**src/rtl/chaotic_ewma_engine_pkg.sv**
```systemverilog
// Shared constants, helpers and FSM encoding for the chaotic EWMA engine.
package chaotic_pkg;

    localparam int unsigned DefW          = 16;
    localparam int unsigned DefRW         = 8;
    localparam int unsigned DefRFRAC      = 5;
    localparam int unsigned DefN          = 4;
    localparam int unsigned DefAlphaShift = 2;

    typedef enum logic [1:0] {IDLE, MUL1, MUL2, OUT} state_t;

    function automatic logic [63:0] one_w(input int unsigned w);
        return 64'd1 << w;
    endfunction

    function automatic logic [63:0] sat_w(input logic [63:0] v, input int unsigned w);
        logic [63:0] max_v;
        max_v = one_w(w) - 64'd1;
        return (v > max_v) ? max_v : v;
    endfunction

endpackage

```
**src/rtl/chaotic_ewma_engine_if.sv**
```systemverilog
// Result beat bus: valid/ready handshake carrying channel, new x and new avg.
interface chaotic_ewma_engine_if
    import chaotic_pkg::*;
#(
    parameter int unsigned W   = DefW,
    parameter int unsigned CHW = 2
) ();

    logic           out_valid;
    logic           out_ready;
    logic [CHW-1:0] out_ch;
    logic [W-1:0]   out_x;
    logic [W-1:0]   out_avg;

    modport master (output out_valid, output out_ch, output out_x, output out_avg,
                    input out_ready);
    modport slave  (input out_valid, input out_ch, input out_x, input out_avg,
                    output out_ready);

endinterface

```
**src/rtl/chaotic_ewma_engine_lmap_step.sv**
```systemverilog
// Logistic-map datapath: registered p = x(1-x), then saturated y = r*p.
module lmap_step
    import chaotic_pkg::*;
#(
    parameter int unsigned W     = DefW,
    parameter int unsigned RW    = DefRW,
    parameter int unsigned RFRAC = DefRFRAC
) (
    input  logic          clock,
    input  logic          reset,
    input  logic          load,
    input  logic [W-1:0]  x,
    input  logic [RW-1:0] r,
    output logic [W-1:0]  y
);

    logic [W:0]      one_minus_x;
    logic [2*W:0]    prod;
    logic [W-1:0]    p_d;
    logic [W-1:0]    p_q;
    logic [RW+W-1:0] rp;
    logic [RW+W-1:0] y_full;

    // W+1 bits so that x=0 gives 2^W rather than wrapping to 0.
    always_comb begin
        one_minus_x = (W+1)'(one_w(W)) - {1'b0, x};
        prod        = (2*W+1)'(x) * (2*W+1)'(one_minus_x);
        p_d         = W'(prod >> W);
    end

    always_ff @(posedge clock or negedge reset) begin
        if (!reset) begin
            p_q <= '0;
        end else if (load) begin
            p_q <= p_d;
        end
    end

    always_comb begin
        rp     = (RW+W)'(r) * (RW+W)'(p_q);
        y_full = rp >> RFRAC;
        y      = W'(sat_w(64'(y_full), W));
    end

endmodule

```
**src/rtl/chaotic_ewma_engine.sv**
```systemverilog
// Round-robin multi-channel logistic-map noise source with per-channel EWMA
// smoothing, sharing one lmap_step datapath.
module chaotic_ewma_engine
    import chaotic_pkg::*;
#(
    parameter int unsigned W           = DefW,
    parameter int unsigned RW          = DefRW,
    parameter int unsigned RFRAC       = DefRFRAC,
    parameter int unsigned N           = DefN,
    parameter int unsigned ALPHA_SHIFT = DefAlphaShift,
    parameter int unsigned CHW         = (N > 1) ? $clog2(N) : 1
) (
    input  logic                   clock,
    input  logic                   reset,
    input  logic                   enable,
    input  logic                   seed_load,
    input  logic [CHW-1:0]         seed_ch,
    input  logic [W-1:0]           seed_val,
    input  logic [RW-1:0]          r_val,
    output logic                   busy,
    chaotic_ewma_engine_if.master  beat
);

    logic [W-1:0]   x_q   [N];
    logic [W-1:0]   avg_q [N];
    logic [RW-1:0]  r_q   [N];

    state_t         state_q;
    logic [CHW-1:0] ch_q;
    logic           valid_q;
    logic [CHW-1:0] out_ch_q;
    logic [W-1:0]   out_x_q;
    logic [W-1:0]   out_avg_q;
    logic           busy_q;

    logic [W-1:0]   y;
    logic [W-1:0]   avg_cur;
    logic signed [W:0] d;
    logic signed [W:0] d_sh;
    logic signed [W:0] avg_sum;
    logic [W-1:0]   avg_next;
    logic           seed_hit;
    logic [CHW-1:0] ch_next;

    lmap_step #(
        .W     (W),
        .RW    (RW),
        .RFRAC (RFRAC)
    ) u_lmap_step (
        .clock (clock),
        .reset (reset),
        .load  (state_q == MUL1),
        .x     (x_q[ch_q]),
        .r     (r_q[ch_q]),
        .y     (y)
    );

    // Arithmetic shift on the signed difference floors toward minus infinity.
    always_comb begin
        avg_cur  = avg_q[ch_q];
        d        = signed'({1'b0, y}) - signed'({1'b0, avg_cur});
        d_sh     = d >>> ALPHA_SHIFT;
        avg_sum  = signed'({1'b0, avg_cur}) + d_sh;
        avg_next = avg_sum[W-1:0];
        seed_hit = seed_load && (32'(seed_ch) < N);
        ch_next  = (ch_q == CHW'(N - 1)) ? '0 : ch_q + CHW'(1);
    end

    // Seed write sits after the commit so it wins a same-channel collision.
    always_ff @(posedge clock or negedge reset) begin
        if (!reset) begin
            for (int i = 0; i < int'(N); i++) begin
                x_q[i]   <= '0;
                avg_q[i] <= '0;
                r_q[i]   <= '0;
            end
        end else begin
            if (state_q == MUL2) begin
                x_q[ch_q]   <= y;
                avg_q[ch_q] <= avg_next;
            end
            if (seed_hit) begin
                x_q[seed_ch]   <= seed_val;
                avg_q[seed_ch] <= seed_val;
                r_q[seed_ch]   <= r_val;
            end
        end
    end

    always_ff @(posedge clock or negedge reset) begin
        if (!reset) begin
            state_q   <= IDLE;
            ch_q      <= '0;
            valid_q   <= 1'b0;
            out_ch_q  <= '0;
            out_x_q   <= '0;
            out_avg_q <= '0;
            busy_q    <= 1'b0;
        end else begin
            case (state_q)
                IDLE: begin
                    if (enable) begin
                        state_q <= MUL1;
                        busy_q  <= 1'b1;
                    end
                end
                MUL1: state_q <= MUL2;
                MUL2: begin
                    state_q   <= OUT;
                    valid_q   <= 1'b1;
                    out_ch_q  <= ch_q;
                    out_x_q   <= y;
                    out_avg_q <= avg_next;
                end
                OUT: begin
                    if (beat.out_ready) begin
                        valid_q <= 1'b0;
                        ch_q    <= ch_next;
                        state_q <= enable ? MUL1 : IDLE;
                        busy_q  <= enable;
                    end
                end
                default: state_q <= IDLE;
            endcase
        end
    end

    assign beat.out_valid = valid_q;
    assign beat.out_ch    = out_ch_q;
    assign beat.out_x     = out_x_q;
    assign beat.out_avg   = out_avg_q;
    assign busy           = busy_q;

endmodule

```
**src/flat_wrapper.sv**
```systemverilog
// flat-port wrapper written by rule: the top's interface ports become plain ports
module chaotic_ewma_engine_flat import chaotic_pkg::*;
#(
    parameter int unsigned W           = DefW,
    parameter int unsigned RW          = DefRW,
    parameter int unsigned RFRAC       = DefRFRAC,
    parameter int unsigned N           = DefN,
    parameter int unsigned ALPHA_SHIFT = DefAlphaShift,
    parameter int unsigned CHW         = (N > 1) ? $clog2(N) : 1
)
  (clock, reset, enable, seed_load, seed_ch, seed_val, r_val, busy, beat_out_valid, beat_out_ch, beat_out_x, beat_out_avg, beat_out_ready);
  chaotic_ewma_engine_if #(.W(W), .CHW(CHW)) beat_i ();
  input  logic clock;
  input  logic reset;
  input  logic enable;
  input  logic seed_load;
  input  logic [CHW-1:0] seed_ch;
  input  logic [W-1:0] seed_val;
  input  logic [RW-1:0] r_val;
  output logic busy;
  output wire logic [$bits(beat_i.out_valid)-1:0] beat_out_valid;
  output wire logic [$bits(beat_i.out_ch)-1:0] beat_out_ch;
  output wire logic [$bits(beat_i.out_x)-1:0] beat_out_x;
  output wire logic [$bits(beat_i.out_avg)-1:0] beat_out_avg;
  input wire logic [$bits(beat_i.out_ready)-1:0] beat_out_ready;
  assign beat_out_valid = beat_i.out_valid;
  assign beat_out_ch = beat_i.out_ch;
  assign beat_out_x = beat_i.out_x;
  assign beat_out_avg = beat_i.out_avg;
  assign beat_i.out_ready = beat_out_ready;
  chaotic_ewma_engine #(.W(W), .RW(RW), .RFRAC(RFRAC), .N(N), .ALPHA_SHIFT(ALPHA_SHIFT), .CHW(CHW)) u_core (.clock(clock), .reset(reset), .enable(enable), .seed_load(seed_load), .seed_ch(seed_ch), .seed_val(seed_val), .r_val(r_val), .busy(busy), .beat(beat_i));
endmodule
```
**config.mk**
```make
export PLATFORM = sky130hd
export DESIGN_NAME = chaotic_ewma_engine_flat
export DESIGN_NICKNAME = d
export VERILOG_FILES = /design/src/rtl/chaotic_ewma_engine_pkg.sv /design/src/rtl/chaotic_ewma_engine_if.sv /design/src/rtl/chaotic_ewma_engine_lmap_step.sv /design/src/rtl/chaotic_ewma_engine.sv /design/src/flat_wrapper.sv
export SDC_FILE = /design/constraint.sdc
export NUM_CORES = 1
export LEC_CHECK = 0
export BUFFER_PORTS_ARGS = -buffer_cell sky130_fd_sc_hd__buf_2
export CAP_MARGIN = 20
export CORE_UTILIZATION = 40
export DETAILED_ROUTE_END_ITERATION = 10
export PLACE_DENSITY_LB_ADDON = 0.3
export SLEW_MARGIN = 20
export SYNTH_ARGS = -nofsm -noshare
export SYNTH_HDL_FRONTEND = slang
export SYNTH_HIERARCHICAL = 1
export SYNTH_SLANG_ARGS = --single-unit
```
**constraint.sdc**
```tcl
create_clock -name clock -period 18.63 [get_ports clock]
set_clock_uncertainty 0.2 [all_clocks]
set_input_delay 1.863 -clock clock [delete_from_list [all_inputs] [get_ports clock]]
set_output_delay 1.863 -clock clock [all_outputs]
set_load 0.005 [all_outputs]
```
## After elaboration in Yosys (flattened, before gate mapping)

Index checks and enable logic that the tools add are counted.

- Register bits after elaboration: 216
- Output and inout port bits: 36
- Logic and storage cells: 83

- $add $sub $neg: 4
- Multipliers: 2
- Order comparisons: 5
- Eq/ne operators: 6
- Muxes and demuxes: 35
- Bitwise gates (word level): 2
- Reductions and logical operators: 9

Operators with widths:

| operator | number |
|---|---|
| bitwise mux 64 bit | 4 |
| 2-to-1 mux 64 bit | 4 |
| 2-to-1 mux 16 bit | 7 |
| binary-select mux 16 bit (select 2 bit) | 2 |
| demux 16 bit (select 2 bit) | 2 |
| bitwise mux 32 bit | 1 |
| multiplier 16 x 17 -> 32 bit | 1 |
| multiplier 8 x 16 -> 24 bit | 1 |
| 2-to-1 mux 8 bit | 3 |
| > comparator 19 x 16 -> 1 bit (second input constant) | 1 |
| subtractor 16 x 16 -> 17 bit | 1 |
| subtractor 17 x 16 -> 17 bit (first input constant) | 1 |
| adder 16 x 15 -> 16 bit | 1 |
| binary-select mux 8 bit (select 2 bit) | 1 |
| demux 8 bit (select 2 bit) | 1 |
| one-hot mux 2 bit (4 select lines) | 1 |
| == test 2 bit (second input constant) | 3 |
| greater-or-equal comparator 3 bit (second input constant) | 2 |
| less-than comparator 3 x 1 -> 1 bit (second input constant) | 2 |
| 2-to-1 mux 2 bit | 3 |
| inverter 2 -> 3 bit | 2 |
| AND reduction 2 bit | 3 |
| 2-to-1 mux 1 bit | 4 |
| inequality test 2 bit (second input constant) | 2 |
| 7 further kinds | 10 |

## Longest topological paths before layout

- Depth after elaboration: 13
- Gate-level depth with buffers: 41
- Gate-level depth less buffers: 36

## Cells and area by module

The synthesis kept the hierarchy.

By module, submodules not included:

| module | instances | cells each | area each (sq um) |
|---|---|---|---|
| lmap_step | 1 | 1437 | 13356.6 |
| chaotic_ewma_engine | 1 | 1149 | 10949.3 |

## Worst setup path after synthesis

Ideal clock, no wire load.

- Path type: register to register
- From: register u_core.ch_q[0]
- To: register u_core.out_avg_q[15], in the netlist u_core/beat.out_avg[15]
- Library setup time: 0.125 ns
- Data arrival time: 9.256 ns
- Data required time: 18.305 ns
- Slack: 9.050 ns
- Stages on the path, launching flop included: 39
- Buffers on the path: 4
- Clock period less this slack: 9.580 ns
- Cell sequence: dfrtp_1 > buf_6 > buf_1 > mux4_2 > clkbuf_1 > and2_1 > fa_1 > inv_1 > fa_1 > inv_1 > fa_1 > inv_1 > fa_1 > inv_1 > ha_1 > a21o_1 > a21oi_1 > nand2_1 > [... 3 more ...] > a31oi_4 > nand3_1 > ha_1 > a21o_1 > a21oi_1 > o221ai_1 > a211oi_1 > o31ai_1 > xor2_1 > ha_1 > clkbuf_1 > a21oi_1 > nand2_1 > a211oi_1 > a211o_1 > nand4_1 > xnor2_1 > mux2_2

- Cells in the longest elaborated chain, start to end: 9
- Elaborated cells between the ends (all ways): 12
- Classes of those cells: add/sub: 2; mul: 1; order compare: 1; mux: 7; bitwise: 1

RTL lines:

| what | RTL line | RTL |
|---|---|---|
| start: declaration | chaotic_ewma_engine.sv:29 | `logic [CHW-1:0] ch_q;` |
| start signal: assignment | chaotic_ewma_engine.sv:118 | `ch_q <= ch_next;` |
| inverter 2 -> 3 bit (not written as such) (*) | chaotic_ewma_engine.sv:54 | `.r (r_q[ch_q]),` |
| binary-select mux 8 bit (select 2 bit) (*) | chaotic_ewma_engine.sv:54 |  |
| 2-to-1 mux 8 bit (not written as such) (*) (2 in a row) | chaotic_ewma_engine.sv:54 |  |
| multiplier 8 x 16 -> 24 bit (*) | chaotic_ewma_engine_lmap_step.sv:40 | `rp = (RW+W)'(r) * (RW+W)'(p_q);` |
| > comparator 19 x 16 -> 1 bit | chaotic_ewma_engine_pkg.sv:19 | `return (v > max_v) ? max_v : v;` |
| 2-to-1 mux 16 bit (*) | chaotic_ewma_engine_pkg.sv:19 |  |
| net u_core.y[2] | chaotic_ewma_engine.sv:36 | `logic [W-1:0] y;` |
| subtractor 16 x 16 -> 17 bit (*) | chaotic_ewma_engine.sv:61 | `d = signed'({1'b0, y}) - signed'({1'b0, avg_cur});` |
| adder 16 x 15 -> 16 bit (*) | chaotic_ewma_engine.sv:63 | `avg_sum = signed'({1'b0, avg_cur}) + d_sh;` |
| end signal: assignment | chaotic_ewma_engine.sv:113 | `out_avg_q <= avg_next;` |
| end: declaration | chaotic_ewma_engine.sv:33 | `logic [W-1:0] out_avg_q;` |

Mark *: on every way through the listed nets, which the timed path passes. The rest lies on a longest branch. The select of a mux whose other input is x is not followed.
A chain may end at the register's enable or synchronous reset.

## Worst setup path after layout

- From: register u_core.ch_q[0]
- To: register u_core/avg_q[59] (netlist bit)

- Cells in the longest elaborated chain, start to end: 13
- Elaborated cells between the ends (all ways): 21
- Classes of those cells: add/sub: 2; mul: 1; order compare: 3; mux: 13; bitwise: 1; reduce/logical: 1

RTL lines:

| what | RTL line | RTL |
|---|---|---|
| inverter 2 -> 3 bit (not written as such) (*) | chaotic_ewma_engine.sv:54 |  |
| binary-select mux 8 bit (select 2 bit) (*) | chaotic_ewma_engine.sv:54 |  |
| 2-to-1 mux 8 bit (not written as such) (*) (2 in a row) | chaotic_ewma_engine.sv:54 |  |
| multiplier 8 x 16 -> 24 bit (*) | chaotic_ewma_engine_lmap_step.sv:40 |  |
| > comparator 19 x 16 -> 1 bit | chaotic_ewma_engine_pkg.sv:19 |  |
| 2-to-1 mux 16 bit (*) | chaotic_ewma_engine_pkg.sv:19 |  |
| net u_core.y[4] | chaotic_ewma_engine.sv:36 |  |
| subtractor 16 x 16 -> 17 bit (*) | chaotic_ewma_engine.sv:61 |  |
| adder 16 x 15 -> 16 bit (*) | chaotic_ewma_engine.sv:63 |  |
| bitwise mux 64 bit (*) | chaotic_ewma_engine.sv:80 | `avg_q[ch_q] <= avg_next;` |
| 2-to-1 mux 64 bit (*) | chaotic_ewma_engine.sv:78 | `if (state_q == MUL2) begin` |
| bitwise mux 64 bit | chaotic_ewma_engine.sv:84 | `avg_q[seed_ch] <= seed_val;` |
| 2-to-1 mux 64 bit (*) | chaotic_ewma_engine.sv:82 | `if (seed_hit) begin` |
| end signal: indexed assignment | chaotic_ewma_engine.sv:80 |  |
| end signal: indexed assignment | chaotic_ewma_engine.sv:84 |  |
| end: declaration | chaotic_ewma_engine.sv:25 | `logic [W-1:0] avg_q [N];` |

Marks and branches as above.

==> reports/results.tsv <==
stage	metric	value	unit
status	outcome	finished, final reports clean	
placement	IO buf count	66	
yosys	library cells used by synthesis	77	
drt	WL final	66.2	mm
floorplanning	CORE AREA	59600	um^2
drt	DRC	0	
worst_setup_path	R2R Path Start	u_core/ch_q[0]$_DFFE_PN0P_	
worst_hold_path	hold_sp	u_core/r_q[15]$_DFFE_PN0P_	
yosys	syn_area_per_cell	9.40	um^2
placement	Post-Place Setup Slack	7.93	ns
worst_hold_path	Min-Delay Path Class	reg2reg	
floorplanning	Rows	89	
yosys	Synth async-reset ratio	100	%
worst_setup_path	Max stage delay on crit path	0.90	ns
final_layout	post-route cell area	26200	um^2
timing	final number of hold-violating endpoints	0	
yosys	Syn Inst Count	2586	
final_layout	most common cell after layout, fill and taps aside	inv_1	
yosys	area share of xor/xnor cells in the synthesized design	2.23	%
final_layout	multi-input combinational cell area	17000	um^2
cts	post-CTS setup repair buffer count	0	
global_route	GRT overflow	0	
worst_setup_path	FF-to-FF End	u_core/avg_q[59]$_DFF_PN0_	
yosys	post-synthesis sequential area ratio	22.2	%
worst_setup_path	critical path capture point type	register	
floorplanning	Boundary Pins	67	
cts	CTS tree	done	
worst_hold_path	Hold EP	u_core/r_q[15]$_DFFE_PN0P_	
cts	CTS Buffer Depth	3	
worst_setup_path	Crit Path Class	reg2reg	
drt	wire per inst	19.6	um
drt	via count	18400	
run	Max-cap violations	0	
worst_setup_path	Worst Reg-to-Reg Cells	32	
yosys	Post-synth EDFFs	0	
timing	Tcrit/Tclk final	57.8	%
cts	CTS resizes	0	
final_layout	Layout Cells excl Fill	3371	
worst_setup_path	Crit path required time	18.89	ns
timing	final worst path period need	10.77	ns
timing	# setup viols final	0	
final_layout	layout cells sized above 1	8.97	%
drt	DR pass1 iterations	5	
final_layout	filler cell count	5765	
drt	Via density	5.47	
timing	Slew headroom	26.1	%
yosys	Syn. warnings	6	
worst_setup_path	crit path DAT	11.02	ns
final_layout	Layout area overhead	7.62	%
worst_setup_path	Critical Path Source Type	register	
worst_hold_path	Hold Path Depth	2	
floorplanning	die area	61800	um^2
timing	max-slew violations	0	
final_layout	antenna cell count	0	
cts	CTS Hold Bufs	0	
global_route	first-pass GRT wire length	108	mm
final_layout	Reg area	5410	um^2
yosys	post-synthesis mux area share	6.30	%
yosys	simple-gate share of the synthesized area	18.7	%
floorplanning	Die Width	249	um
timing	final setup margin	7.86	ns
global_route	vias in the first global route	19900	
placement	GPL Wtd Cong	0.909	
worst_setup_path	slack of the worst reg-to-reg path	7.86	ns
yosys	mapped cell area	24300	um^2
placement	Cells after DPL	3327	
worst_setup_path	highest-delay cell along the critical path	dfrtp_2	
cts	CTS H-tree depth	1	
yosys	register bit count reported by yosys	216	
timing	Slew @ Worst Pin	1.10	ns
timing	RSZ-0062 raised after global routing	no	
timing	final setup TNS	0	ns
cts	CTS Sinks	216	
yosys	Adder-Cell Fraction of Synth Area	34.0	%
floorplanning	Initial Util	40.8	%
worst_setup_path	Crit Path Max Fanout	23	
worst_setup_path	Critical path origin	u_core/ch_q[0]$_DFFE_PN0P_	
global_route	gr usage total	21.9	%
final_layout	most frequent cells in the layout	375 x inv_1, 316 x nand2_1, 290 x fa_1	
placement	Area after DPL	25300	um^2
global_route	initial antenna violation count	3	
yosys	complex-gate fraction of the synthesized area	8.69	%
timing	fmax	0.0929	GHz
yosys	Synth Flop Type	dfrtp_1	
final_layout	nets@finish	3097	
cts	cts bufs inserted	24	
placement	DP HPWL	48.1	mm
cts	Worst-Skew Late Latency	0.54	ns
global_route	largest net degree at the start of global routing	94	
cts	clk root buf	clkbuf_16	
cts	Clock transition at path regs	0.06	ns
drt	post-route ant nets	0	
drt	initial detailed-routing violation count	1128	
floorplanning	die height	249	um
yosys	largest family of logic cells by synthesized area	adder cells	
==> sequential cells by signal (all words and copies together), names as in the netlist, 2 cells and up <==
name	cells
u_core/avg_q	64
u_core/state_q	2
u_core/u_lmap_step/p_q	16
u_core/beat.out_x	16
u_core/ch_q	2
u_core/x_q	64
u_core/beat.out_ch	2
u_core/r_q	32
u_core/beat.out_avg	16
==> worst max-delay path, delay by kind of cell (launching register included) <==
| kind | cells | cell delay, ns |
|---|---|---|
| XOR/XNOR | 2 | 0.73 |
| AO/OA/AOI/OAI | 12 | 3.27 |
| buffers and inverters | 2 | 0.10 |
| multiplexers | 1 | 0.80 |
| flip-flops | 1 | 0.90 |
| adder cells (fa/ha/maj) | 7 | 3.19 |
| AND/OR/NAND/NOR | 8 | 1.46 |
==> worst max path at each step <==
stage | to | slack (ns)
6_report | u_core/avg_q[59]$_DFF_PN0_ | 7.86
5_1_grt | u_core/avg_q[15]$_DFF_PN0_ | 7.18
3_3_place_gp | u_core/beat.out_avg[15]$_DFFE_PN0P_ | 8.10
3_5_place_dp | u_core/avg_q[59]$_DFF_PN0_ | 7.93
4_1_cts | u_core/avg_q[59]$_DFF_PN0_ | 7.88
2_1_floorplan | u_core/beat.out_avg[15]$_DFFE_PN0P_ | 9.05
==> through the flow <==
stage          util [%]  hold slack, ns
6_report           43.9           0.272
5_1_grt            43.9           0.284
4_1_cts            43.9           0.274
3_5_place_dp       42.5           0.258
3_3_place_gp       42.5           0.252
2_1_floorplan         -           0.240
==> routing by layer <==
metal / track usage (%) / vias up / wire, um
met5: 0 / - / 13
met3: 3.34 / 144 / 4360
met2: 37.3 / 617 / 31900
met1: 28.1 / 9357 / 27500
li1: - / 8314 / -
met4: 7.91 / 2 / 2390
==> synthesized netlist by cell type (4+ instances only) <==
| cell | count | share of area [%] |
|---|---|---|
| nand3_1 | 41 | 0.84 |
| o21a_1 | 9 | 0.28 |
| clkbuf_1 | 110 | 1.7 |
| nor3_1 | 16 | 0.33 |
| nor3b_1 | 4 | 0.12 |
| nor2_1 | 108 | 1.7 |
| a221o_1 | 11 | 0.45 |
| nand4_1 | 10 | 0.26 |
| o21ai_0 | 51 | 1.1 |
| dfrtp_1 | 216 | 22 |
| nor2b_1 | 94 | 2.4 |
| a21oi_1 | 70 | 1.4 |
| mux4_2 | 39 | 3.6 |
| nand2b_1 | 118 | 3.0 |
| mux2i_1 | 21 | 0.86 |
| a21o_1 | 21 | 0.65 |
| nand2_1 | 319 | 4.9 |
| a31oi_1 | 72 | 1.9 |
| ha_1 | 196 | 10 |
| inv_1 | 375 | 5.8 |
| o211ai_1 | 13 | 0.40 |
| a211oi_1 | 11 | 0.34 |
| clkbuf_2 | 6 | 0.12 |
| o21ai_1 | 4 | 0.082 |
| mux2_2 | 38 | 1.8 |
| xnor2_1 | 38 | 1.4 |
| buf_1 | 8 | 0.12 |
| o31ai_1 | 6 | 0.19 |
| o21bai_1 | 6 | 0.19 |
| a211o_1 | 7 | 0.25 |
| and3_1 | 30 | 0.77 |
| fa_1 | 290 | 24 |
| xor2_1 | 24 | 0.86 |
| and2_1 | 133 | 3.4 |
| or3_1 | 7 | 0.18 |
==> layout make-up <==
cell class / count / share of cell area (%)
clock buffer: 34 / 2.83
clock inverter: 10 / 0.373
tap: 773 / 3.70
timing repair buffer: 86 / 1.88
sequential: 216 / 20.7
multi-input combinational: 1877 / 65.2
inverter: 375 / 5.38
==> cells by family after synthesis <==
group | Yosys count
compound gates | 317
xor+xnor | 62
fa+ha+maj | 486
buf+inv | 504
flops | 216
mux | 99
other cells | 2
simple gates | 900
Power is not shown: default switching activity piles up to over one toggle a cycle in this logic, so the estimate is an artifact.
